`config.mk`:
```
export PLATFORM = sky130hd
export DESIGN_NAME = regfile_ctrl_sequencer
export DESIGN_NICKNAME = d
export VERILOG_FILES = /design/src/rtl/regctrl_pkg.sv /design/src/rtl/regctrl_skid_buf.sv /design/src/rtl/regfile_ctrl_sequencer.sv
export SDC_FILE = /design/constraint.sdc
export NUM_CORES = 1
export LEC_CHECK = 0
export BUFFER_PORTS_ARGS = -buffer_cell sky130_fd_sc_hd__buf_2
export CELL_PAD_IN_SITES_DETAIL_PLACEMENT = 1
export CELL_PAD_IN_SITES_GLOBAL_PLACEMENT = 2
export CORE_ASPECT_RATIO = 0.8
export CORE_MARGIN = 2
export CORE_UTILIZATION = 27
export CTS_CLUSTER_DIAMETER = 40
export DETAILED_ROUTE_END_ITERATION = 10
export PLACE_DENSITY = 0.78
export SYNTH_ARGS = -nofsm -noshare
export SYNTH_HDL_FRONTEND = slang
export SYNTH_HIERARCHICAL = 1
export SYNTH_SLANG_ARGS = --single-unit
```
`constraint.sdc`:
```
create_clock -name clk -period 1.5 [get_ports clk]
set_input_delay 0.15 -clock clk [delete_from_list [all_inputs] [get_ports clk]]
set_output_delay 0.15 -clock clk [all_outputs]
set_load 0.005 [all_outputs]
```
`src/rtl/regctrl_pkg.sv`:
```
// Shared definitions for the register-block control sequencer: opcodes,
// FSM state encoding, instruction field positions and register indices.
package regctrl_pkg;

   localparam int INSTR_W = 4;

   localparam logic [1:0] OP_LDX = 2'b00;
   localparam logic [1:0] OP_MOV = 2'b01;
   localparam logic [1:0] OP_OUT = 2'b10;
   localparam logic [1:0] OP_NOP = 2'b11;

   localparam int OP_MSB  = 3;
   localparam int OP_LSB  = 2;
   localparam int DST_BIT = 1;
   localparam int SRC_BIT = 0;

   localparam logic REG1 = 1'b0;
   localparam logic REG2 = 1'b1;

   typedef enum logic [2:0] {
      ST_IDLE,
      ST_SETTLE,
      ST_WR,
      ST_HOLD,
      ST_DONE
   } state_e;

endpackage

```
`src/rtl/regctrl_skid_buf.sv`:
```
// One-entry instruction buffer holding a micro-instruction accepted while
// the sequencer is busy; ready whenever the entry is empty.
module regctrl_skid_buf
   import regctrl_pkg::*;
(
   input  logic               clk,
   input  logic               reset,
   input  logic               push_i,
   input  logic [INSTR_W-1:0] data_i,
   input  logic               pop_i,
   output logic               vld_o,
   output logic [INSTR_W-1:0] data_o,
   output logic               ready_o
);

   logic               vld_q, vld_d;
   logic [INSTR_W-1:0] data_q, data_d;

   always_comb begin
      vld_d  = vld_q;
      data_d = data_q;
      if (push_i) begin
         vld_d  = 1'b1;
         data_d = data_i;
      end else if (pop_i) begin
         vld_d  = 1'b0;
      end
   end

   always_ff @(posedge clk) begin
      if (!reset) begin
         vld_q <= 1'b0;
      end else begin
         vld_q <= vld_d;
      end
   end

   always_ff @(posedge clk) begin
      data_q <= data_d;
   end

   assign vld_o   = vld_q;
   assign data_o  = data_q;
   assign ready_o = ~vld_q;

endmodule

```
`src/rtl/regfile_ctrl_sequencer.sv`:
```
// Micro-instruction sequencer driving the two-entry register block's enables.
// Optional REGCTRL_SKID_EN adds a one-entry buffer for back-to-back issue.
// The external-bus control is named extern_en because extern is a reserved word.
module regfile_ctrl_sequencer
   import regctrl_pkg::*;
#(
   parameter int SETTLE   = 1,
   parameter int OUT_HOLD = 2
) (
   input  logic       clk,
   input  logic       reset,
   input  logic       instr_valid,
   input  logic [3:0] instr,
   output logic       instr_ready,
   output logic       write_enable_1,
   output logic       write_enable_2,
   output logic       read_enable_1,
   output logic       read_enable_2,
   output logic       extern_en,
   output logic       busy,
   output logic       done,
   output logic [1:0] done_op,
   output logic       ill_op
);

   localparam int CNT_MAX = (SETTLE > OUT_HOLD) ? SETTLE : OUT_HOLD;
   localparam int CNT_W   = $clog2(CNT_MAX + 1);
   localparam logic [CNT_W-1:0] SETTLE_C = CNT_W'(SETTLE);
   localparam logic [CNT_W-1:0] HOLD_C   = CNT_W'(OUT_HOLD);
   localparam logic [CNT_W-1:0] CNT_ONE  = CNT_W'(1);

   state_e           state_q, state_d;
   logic [1:0]       op_q, op_d;
   logic             dst_q, dst_d;
   logic             src_q, src_d;
   logic             ill_q, ill_d;
   logic [CNT_W-1:0] cnt_q, cnt_d;

   logic               start;
   logic [INSTR_W-1:0] start_instr;
   logic               we_dst, re_src;

`ifdef REGCTRL_SKID_EN
   logic               accept, can_start;
   logic               buf_push, buf_pop, buf_vld, buf_ready;
   logic [INSTR_W-1:0] buf_data;

   // A held instruction takes priority at DONE; new work goes straight in
   // when the FSM can start it this edge, otherwise it is parked.
   assign can_start   = (state_q == ST_IDLE) || (state_q == ST_DONE);
   assign instr_ready = buf_ready;
   assign accept      = instr_valid && buf_ready;
   assign buf_pop     = (state_q == ST_DONE) && buf_vld;
   assign buf_push    = accept && !can_start;
   assign start       = buf_pop || (accept && can_start);
   assign start_instr = buf_pop ? buf_data : instr;

   regctrl_skid_buf u_skid_buf (
      .clk     (clk),
      .reset   (reset),
      .push_i  (buf_push),
      .data_i  (instr),
      .pop_i   (buf_pop),
      .vld_o   (buf_vld),
      .data_o  (buf_data),
      .ready_o (buf_ready)
   );
`else
   assign instr_ready = (state_q == ST_IDLE);
   assign start       = instr_valid && instr_ready;
   assign start_instr = instr;
`endif

   always_comb begin
      state_d = state_q;
      op_d    = op_q;
      dst_d   = dst_q;
      src_d   = src_q;
      ill_d   = ill_q;
      cnt_d   = (cnt_q != '0) ? cnt_q - CNT_ONE : '0;

      case (state_q)
         ST_IDLE:   state_d = ST_IDLE;
         ST_SETTLE: if (cnt_q <= CNT_ONE) state_d = ST_WR;
         ST_WR:     state_d = ST_DONE;
         ST_HOLD:   if (cnt_q <= CNT_ONE) state_d = ST_DONE;
         ST_DONE:   state_d = ST_IDLE;
         default:   state_d = ST_IDLE;
      endcase

      if (start) begin
         op_d  = start_instr[OP_MSB:OP_LSB];
         dst_d = start_instr[DST_BIT];
         src_d = start_instr[SRC_BIT];
         ill_d = 1'b0;
         cnt_d = '0;
         case (start_instr[OP_MSB:OP_LSB])
            OP_LDX: state_d = ST_WR;
            OP_MOV: begin
               // Self-move would drive and load the same register; reject it.
               if (start_instr[DST_BIT] == start_instr[SRC_BIT]) begin
                  state_d = ST_DONE;
                  ill_d   = 1'b1;
               end else begin
                  state_d = ST_SETTLE;
                  cnt_d   = SETTLE_C;
               end
            end
            OP_OUT: begin
               state_d = ST_HOLD;
               cnt_d   = HOLD_C;
            end
            default: state_d = ST_DONE;
         endcase
      end
   end

   always_ff @(posedge clk) begin
      if (!reset) begin
         state_q <= ST_IDLE;
         ill_q   <= 1'b0;
         cnt_q   <= '0;
      end else begin
         state_q <= state_d;
         ill_q   <= ill_d;
         cnt_q   <= cnt_d;
      end
   end

   always_ff @(posedge clk) begin
      op_q  <= op_d;
      dst_q <= dst_d;
      src_q <= src_d;
   end

   always_comb begin
      we_dst    = 1'b0;
      re_src    = 1'b0;
      extern_en = 1'b0;
      done      = 1'b0;
      case (state_q)
         ST_SETTLE: re_src = 1'b1;
         ST_WR: begin
            we_dst    = 1'b1;
            re_src    = (op_q == OP_MOV);
            extern_en = (op_q == OP_LDX);
         end
         ST_HOLD: begin
            re_src    = 1'b1;
            extern_en = 1'b1;
         end
         ST_DONE: done = 1'b1;
         default: ;
      endcase
   end

   assign write_enable_1 = we_dst && (dst_q == REG1);
   assign write_enable_2 = we_dst && (dst_q == REG2);
   assign read_enable_1  = re_src && (src_q == REG1);
   assign read_enable_2  = re_src && (src_q == REG2);
   assign busy           = (state_q != ST_IDLE);
   assign done_op        = op_q;
   assign ill_op         = done && ill_q;

endmodule
```
* Word level (Yosys, flattened, before mapping) *
Cells that the tools add are included.

cells by class
  equal/unequal tests = 10
  add/subtract/negate cells = 1
  reduce and logical (&&, ||, !) cells = 13
  mux-type cells = 16
  bitwise operators = 2
  $lt $le $gt $ge = 1

operators with widths
  operator                                                         count
  case mux 3 bit (3 select lines)                                  2
  2-to-1 mux 3 bit                                                 4
  == test 3 x 2 -> 1 bit (second input constant)                   2
  logical AND 1 bit                                                6
  != test 3 bit (second input constant)                            2
  2-to-1 mux 1 bit                                                 5
  == test 2 x 1 -> 1 bit (second input constant)                   2
  zero test 2 bit                                                  2
  2-to-1 mux 2 bit                                                 2
  case mux 1 bit (2 select lines)                                  2
  case mux 2 bit (2 select lines)                                  1
  == test 3 x 1 -> 1 bit (second input constant)                   1
  == test 3 bit (second input constant)                            1
  zero test 3 bit                                                  1
  nonzero test 3 bit                                               1
  == test 2 bit (second input constant)                            1
  less-or-equal comparator 2 x 1 -> 1 bit (second input constant)  1
  inverter 1 bit                                                   2
  AND reduction 2 bit                                              1
  nonzero test 2 bit                                               1
  OR reduction 2 bit                                               1
  subtractor 2 x 1 -> 2 bit (second input constant)                1
  == test 1 bit                                                    1

word-level totals
  register bits after elaboration = 10
  output and inout port bits = 11
  logic and storage cells = 49
  bits of input ports = 7

* Longest topological paths before layout *
Gate-level depths: netlist of the first run.

  word-level depth = 4
  depth in mapped cells = 4
  mapped depth without buffers = 3

* Worst setup path before layout of the first run *
OpenSTA, ideal clock, no wires.

  path kind = flip-flop to flip-flop
  start point = register state_q[2]
  end point = register state_q[2]
  data required time = 1421 ps
  setup time = 79 ps
  setup slack = 177 ps
  cell stages (with the launch flop) = 4
  path buffers = 0
  arrival time = 1243 ps
  clock period less this slack = 1323 ps
  cells stage by stage = dfxtp_1 > nor4b_4 > o211ai_1 > a211oi_2

on the way
  word-level cells in the longest chain between the ends = 4
  elaborated cells between the ends (all ways) = 10
  classes of those cells = eq/ne: 5; mux: 2; reduce/logical: 3

ends and longest elaborated chain
  item                                  RTL line                       text
  start, declared                       regfile_ctrl_sequencer.sv:32   state_e state_q, state_d;
  start signal, assigned                regfile_ctrl_sequencer.sv:124  state_q <= state_d;
  zero test 3 bit                       regfile_ctrl_sequencer.sv:69   assign instr_ready = (state_q == ST_IDLE);
  logical AND 1 bit                     regfile_ctrl_sequencer.sv:70   assign start = instr_valid && instr_ready;
  != test 3 bit (no source line)        n/a
  AND reduction 2 bit (no source line)  n/a

Parallel ways exist; a longest one is shown, timed or not.
A chain may end at the register's enable or synchronous reset.

* Worst setup path in the final report of the first run *
  start point = register state_q[0]
  end point = output read_enable_2

on the way
  word-level cells in the longest chain between the ends = 4
  elaborated cells between the ends (all ways) = 6
  classes of those cells = eq/ne: 3; mux: 1; reduce/logical: 2

ends and longest elaborated chain
  item                                                                     RTL line                       text
  == test 3 x 2 -> 1 bit / == test 3 x 1 -> 1 bit (equally long branches)  regfile_ctrl_sequencer.sv:141  case (state_q)
  OR reduction 2 bit (no source line)                                      n/a
  case mux 1 bit (2 select lines) *                                        regfile_ctrl_sequencer.sv:141
  logical AND 1 bit *                                                      regfile_ctrl_sequencer.sv:160  assign read_enable_2 = re_src && (src_q == REG2);
  end, declared                                                            regfile_ctrl_sequencer.sv:18   output logic read_enable_2,

Every way passes the cells marked *; elsewhere a longest branch is shown, timed or not.

==> metrics.txt, run 1 <==
Port Buffer Count 17; slew at the pin closest to its max-slew limit 0.319 ns; adder-cell area share of the yosys netlist 0; final core utilization 0.393; DR WL/cell 11.8 um; DRT Pass-1 Iters 2; Post-CTS Hold Buffers 0; Placeable Area 1690 um^2; main combinational cell family by area after synthesis simple AND/OR/NAND/NOR gates; first-pass GRT wire length 1.86 mm; die width 52.2 um; Area after DPL 624 um^2; Startpoint Class flip-flop; Tcrit/Tclk final 0.907; f_max 0.735 GHz; CP Capture Type output pin; Leakage Power 0.280 nW; most frequent cells in the layout 17 x buf_2, 5 x nor2_1, 4 x inv_1, 4 x edfxtp_1; Root Buffer clkbuf_4; Max Root-Sink Buffers 2; clock-pin slew on the worst setup and hold paths 0.07 ns; # clock sinks 10; flops & latches, synth 10; Die Ht 42.6 um; Max Slew Vio Count 0; Simple-Gate Fraction of Synth Area 0.304; Synth Net Count 58; largest net degree at the start of global routing 10; total track usage 0.111; status completed; Cell Count, Final, Fillers Out 95; area fraction in compound gates after synthesis 0.142; met1 Usage GRT 0.158; VDD IR max 541 uV; H-tree Lvls 1; xor and xnor area share after synthesis 0.0349; hold crit path type input port to flip-flop; Detailed Route Iter0 Violations 1; final hold violations 0; Reg2Reg Depth 4; most common cell after layout, fill and taps aside buf_2; CP Data Required Time 1.35 ns; Top Ports 18; crit path from state_q[0]$_SDFFE_PN0P_; power per cell area 1040 nW/um^2; syn avg cell area 9.84 um^2; design area 664 um^2; FF-to-FF Start state_q[2]$_SDFFE_PN0P_; clk_lat worst skew 0.26 ns; placed insts 91; final wirelength 1.12 mm; max cap viols 0; drt drc 0; Top Usage Layer GRT met2; r2r setup slk 0.25 ns; Worst slew margin 0.782; routability cong. 0.722; Initial Util 0.297; critical path's largest stage delay 0.41 ns; CP Capture Point read_enable_2; Worst Path Arrival 1.21 ns; vias in the first global route 432; CTS tree done; Mapped Cells 51; mux cell area share after synthesis 0; Min-Delay Path Depth 1; Slowest-stage cell, CP dfxtp_2; post-synthesis cell type count 26; DR vias/cell 4.68; CP cell instances buf_4 > a31oi_1 > nor3b_1 > buf_2; number of CTS-inserted buffers 3; vias post-DR 445; NumNets Final 81; Post-CTS Resized 0; HPWL after detailed placement 883 um; setup repair after global routing missed its margin false; Setup CP Type flip-flop to output pin; synthesized area 502 um^2; number of nets with antenna violations after routing 0; worst r2r dst cnt_q[1]$_SDFF_PN0_; Synth-to-Final Area Change 32.4%; global-route track usage on met3 0.0250; Synth warnings 6; initial antenna violation count 0; FP Rows 13; DIE AREA 2220 um^2; total gr overflow 0; post-synthesis sequential area ratio 0.479; layout cells sized above 1 0.384; GRT met2 Usage 0.159; final setup violating endpoints 0; number of diodes 0; Post CTS Setup Buffer Count 0; Critical Path Fanout Max 8; Max Clock Skew 0.00447 ns; Final Critical Period 1.36 ns; Sum Neg Setup Slack 0 ns
## worst min path at each step
| stage | from | endpoint |
|---|---|---|
| floorplan | instr[2] | done_op[0]$_DFFE_PN_ |
| global placement | instr[0] | src_q$_DFFE_PN_ |
| detailed placement | instr[3] | done_op[1]$_DFFE_PN_ |
| CTS | instr[1] | dst_q$_DFFE_PN_ |
| global route | instr[1] | dst_q$_DFFE_PN_ |
| finish | instr[3] | done_op[1]$_DFFE_PN_ |
## cell usage after synthesis
master,instances,area (um^2)
a2111oi_0,1,8.76
a211oi_1,1,7.51
a211oi_2,1,12.5
a21oi_1,3,15.0
a221oi_1,1,8.76
a31oi_1,1,6.26
and2_1,1,6.26
and3b_1,1,8.76
buf_2,1,5.00
dfxtp_1,6,120
edfxtp_1,4,120
inv_1,4,15.0
nand2_1,2,7.51
nand2b_1,2,12.5
nand3_1,2,10.0
nand3b_1,1,7.51
nor2_1,5,18.8
nor2b_1,2,12.5
nor3_1,2,10.0
nor3b_1,3,22.5
nor4b_4,1,23.8
o211ai_1,1,7.51
o21ai_0,1,5.00
or3_1,2,12.5
xnor2_1,1,8.76
xor2_1,1,8.76
## state kept, by name, indices dropped and copies added (netlist names)
register,cells
done_op,2
state_q,3
ill_q,1
dst_q,1
src_q,1
cnt_q,2
## metrics by stage
stage / power [mW] / setup WS, ns / hold slack [ns]
2_1_floorplan: 0.397 / 0.177 / 0.249
3_3_place_gp: 0.453 / 0.227 / 0.376
3_5_place_dp: 0.454 / 0.214 / 0.380
4_1_cts: 0.695 / 0.0175 / 0.108
5_1_grt: 0.730 / 0.0467 / 0.106
6_report: 0.691 / 0.139 / 0.109
## final cells by class
type	count	area, um^2
well taps	22	27.5
multi-input cells	36	241
inverters	4	15.0
clock buffers	4	36.3
repair buffers	19	100
flip-flops and latches	10	244
fillers	211	1030
## layer usage
layer  vias up  part of all wire
li1        226                 -
met1       201              0.52
met2        16              0.40
met3         2             0.070
met4         0             0.012
met5         -                 0
## power breakdown
part           total (mW)  internal (mW)  switching [mW]
logic               0.120         0.0616          0.0580
registers           0.328          0.306          0.0221
clock network       0.243          0.147          0.0956
total               0.691          0.515           0.176
## critical path: cells and delay by family, from the launching register on
| kind | cells | cell delay (ns) |
|---|---|---|
| AOI/OAI and AO/OA | 1 | 0.05 |
| buffers and inverters | 2 | 0.30 |
| DFF | 1 | 0.41 |
| and+or+nand+nor | 1 | 0.19 |
## cell families (layout without fill, tap and decap cells)
family | count (synthesis) | in the layout
DFF | 10 | 10
xor gates and xnor gates | 2 | 2
buffers and inverters | 5 | 27
AOI/OAI and AO/OA | 10 | 10
and+or+nand+nor | 24 | 24
(Power assumes the default switching activity.)
==> run 2: changes to the inputs <==
--- a/config.mk
+++ b/config.mk
@@ -5,15 +5,15 @@
 export SDC_FILE = /design/constraint.sdc
 export NUM_CORES = 1
 export LEC_CHECK = 0
-export BUFFER_PORTS_ARGS = -buffer_cell sky130_fd_sc_hd__buf_2
 export CELL_PAD_IN_SITES_DETAIL_PLACEMENT = 1
 export CELL_PAD_IN_SITES_GLOBAL_PLACEMENT = 2
-export CORE_ASPECT_RATIO = 0.8
 export CORE_MARGIN = 2
-export CORE_UTILIZATION = 27
+export CORE_UTILIZATION = 33
 export CTS_CLUSTER_DIAMETER = 40
 export DETAILED_ROUTE_END_ITERATION = 10
-export PLACE_DENSITY = 0.78
+export DONT_BUFFER_PORTS = 1
+export PLACE_DENSITY = 0.75
+export SLEW_MARGIN = 20
 export SYNTH_ARGS = -nofsm -noshare
 export SYNTH_HDL_FRONTEND = slang
 export SYNTH_HIERARCHICAL = 1
==> metrics.txt, run 2 (synthesized netlist as in run 1, its figures left out) <==
status completed; FF-to-FF Start state_q[0]$_SDFFE_PN0P_; Net Sw Power 0.172 mW (-2.2%); critical path's largest stage delay 0.49 ns (+0.08 ns); Seq pwr share 0.487 (+0.012); Cell Count, Final, Fillers Out 77 (-19%); worst r2r dst src_q$_DFFE_PN_; largest net degree at the start of global routing 12 (+2); number of CTS-inserted buffers 3 (unchanged); vias post-DR 422 (-5.2%); Post CTS Setup Buffer Count 0 (unchanged); setup repair after global routing missed its margin false; Max Slew Vio Count 0 (unchanged); Tcrit/Tclk final 0.917 (+0.00972); Clk pwr share 0.361 (+0.009); Root Buffer clkbuf_4; Die Ht 43.0 um (+1.0%); CP top delay family flip-flops; Synth-to-Final Area Change 23.7%; CTS tree done; NumNets Final 69 (-15%); Worst slew margin 0.716 (-0.0655); placed insts 69 (-24%); final setup violating endpoints 0 (unchanged); Worst Path Arrival 1.23 ns (+0.02 ns); number of nets with antenna violations after routing 0 (unchanged); H-tree Lvls 1 (unchanged); slew at the pin closest to its max-slew limit 0.425 ns (+0.106 ns); Placeable Area 1470 um^2 (-13%); first-pass GRT wire length 2.08 mm (+11%); HPWL after detailed placement 872 um (-1.3%); max cap viols 0 (unchanged); clk_lat worst skew 0.27 ns (about the same); clock-pin slew on the worst setup and hold paths 0.07 ns (about the same); FP Rows 14 (+1); Area after DPL 539 um^2 (-14%); hold_ws 0.0489 ns (-0.0597 ns); r2r setup slk 0.19 ns (-0.06 ns); Pint 0.506 mW (-1.7%); Comb power frac 0.152 (-0.021); Sum Neg Setup Slack 0 ns (unchanged); crit path from state_q[1]$_SDFFE_PN0P_; total track usage 0.158 (+0.0470); power per cell area 1090 nW/um^2 (+5.1%); drt drc 0 (unchanged); Max Root-Sink Buffers 2 (unchanged); final hold violations 0 (unchanged); Port Buffer Count 0 (-17); Reg2Reg Depth 2 (-2); DRT Pass-1 Iters 1 (-1); Max Clock Skew 0.00540 ns (+0.000930 ns); CP Capture Point write_enable_2; Setup CP Type flip-flop to output pin; switching share of power 0.254 (-0.000833); layout cells sized above 1 0.164 (-0.220); CP Data Required Time 1.35 ns (about the same); CP cell instances nand2b_1 > nor3b_1; routability cong. 0.697 (-3.6%); Critical Path Fanout Max 7 (-1); CP Capture Type output pin; vias in the first global route 427 (-1.2%); final core utilization 0.422 (+0.0290); most common cell after layout, fill and taps aside dfxtp_1; initial antenna violation count 0 (unchanged); # clock sinks 10 (unchanged); DIE AREA 1850 um^2 (-17%); design area 621 um^2 (-6.6%); f_max 0.727 GHz (-1.1%); most frequent cells in the layout 6 x dfxtp_1, 5 x nor2_1, 4 x inv_1, 4 x edfxtp_1, 4 x dlygate4sd3_1; die width 43.0 um (-18%); Buf/Inv on CP 0 (-2); hold crit path type input port to flip-flop; Initial Util 0.341 (+0.0444); Startpoint Class flip-flop; Final Critical Period 1.38 ns (+0.0146 ns); Critical Path Stages 2 (-2); Slowest-stage cell, CP dfxtp_1; DR vias/cell 5.48 (+17%); Detailed Route Iter0 Violations 0 (-1); Largest register FFs 3 (unchanged); Leakage Power 0.227 nW (-19%); DR WL/cell 16.1 um (+36%); largest register by flop count state_q; final wirelength 1.24 mm (+10%); VDD IR max 493 uV (-8.8%); total gr overflow 0 (unchanged); Top Ports 18 (unchanged); number of diodes 0 (unchanged)
run 2: changes by cell type in the layout (fill, tap and decap cells not counted), sizes merged:
| cell | delta |
|---|---|
| dlygate4sd3 | +4 |
| buf | -16 |
run 2: worst reg2reg max path, delay by kind of cell (launching register included):
kind                   cells  cell delay [ns]
flip-flops                 1             0.44
buffers and inverters      1             0.21
AND/OR/NAND/NOR            1             0.38
run 2: worst min path at each step:
stage              from                       to  slack (ns)  depth (start not counted)
2_1_floorplan  instr[2]     done_op[0]$_DFFE_PN_        0.25                          0
4_1_cts           reset  state_q[0]$_SDFFE_PN0P_       0.006                          2
3_3_place_gp   instr[1]          dst_q$_DFFE_PN_        0.25                          0
3_5_place_dp   instr[3]     done_op[1]$_DFFE_PN_        0.25                          0
6_report          reset  state_q[0]$_SDFFE_PN0P_        0.05                          2
5_1_grt           reset  state_q[0]$_SDFFE_PN0P_        0.04                          2
run 2: metrics by stage:
| step | total power [mW] | setup slack, ns |
|---|---|---|
| floorplan | 0.397 | 0.177 |
| global placement | 0.428 | 0.271 |
| detailed placement | 0.430 | 0.208 |
| CTS | 0.679 | 0.0303 |
| global route | 0.713 | 0.0226 |
| finish | 0.678 | 0.124 |
run 2: power by group through the flow:
stage               Clock [mW]  Combinational, mW  Sequential, mW
floorplan                    0             0.0701           0.327
global placement             0             0.0926           0.335
detailed placement           0             0.0933           0.336
CTS                      0.247              0.102           0.330
global route             0.266              0.112           0.334
finish                   0.245              0.103           0.330
run 2: timing repair:
action,4_1_cts,5_1_grt
setup endpoints to repair,0,2
hold buffers,4,0
gates resized for setup,0,1
hold endpoints to repair,4,0
run 2: routing by layer:
layer,global-route usage,vias to the layer above,part of all wire
met1,0.172,202,0.43
met3,0.0553,4,0.062
met2,0.255,11,0.48
li1,-,205,-
met4,0.109,0,0.023
met5,0,-,0
run 2: cell type report:
| class | instances | area, um^2 |
|---|---|---|
| timing repair buffer | 7 | 62.6 |
| sequential | 10 | 240 |
| inverter | 4 | 15.0 |
| clock buffer | 4 | 36.3 |
| tap | 16 | 20.0 |
| multi-input combinational | 36 | 246 |
| fill | 179 | 851 |
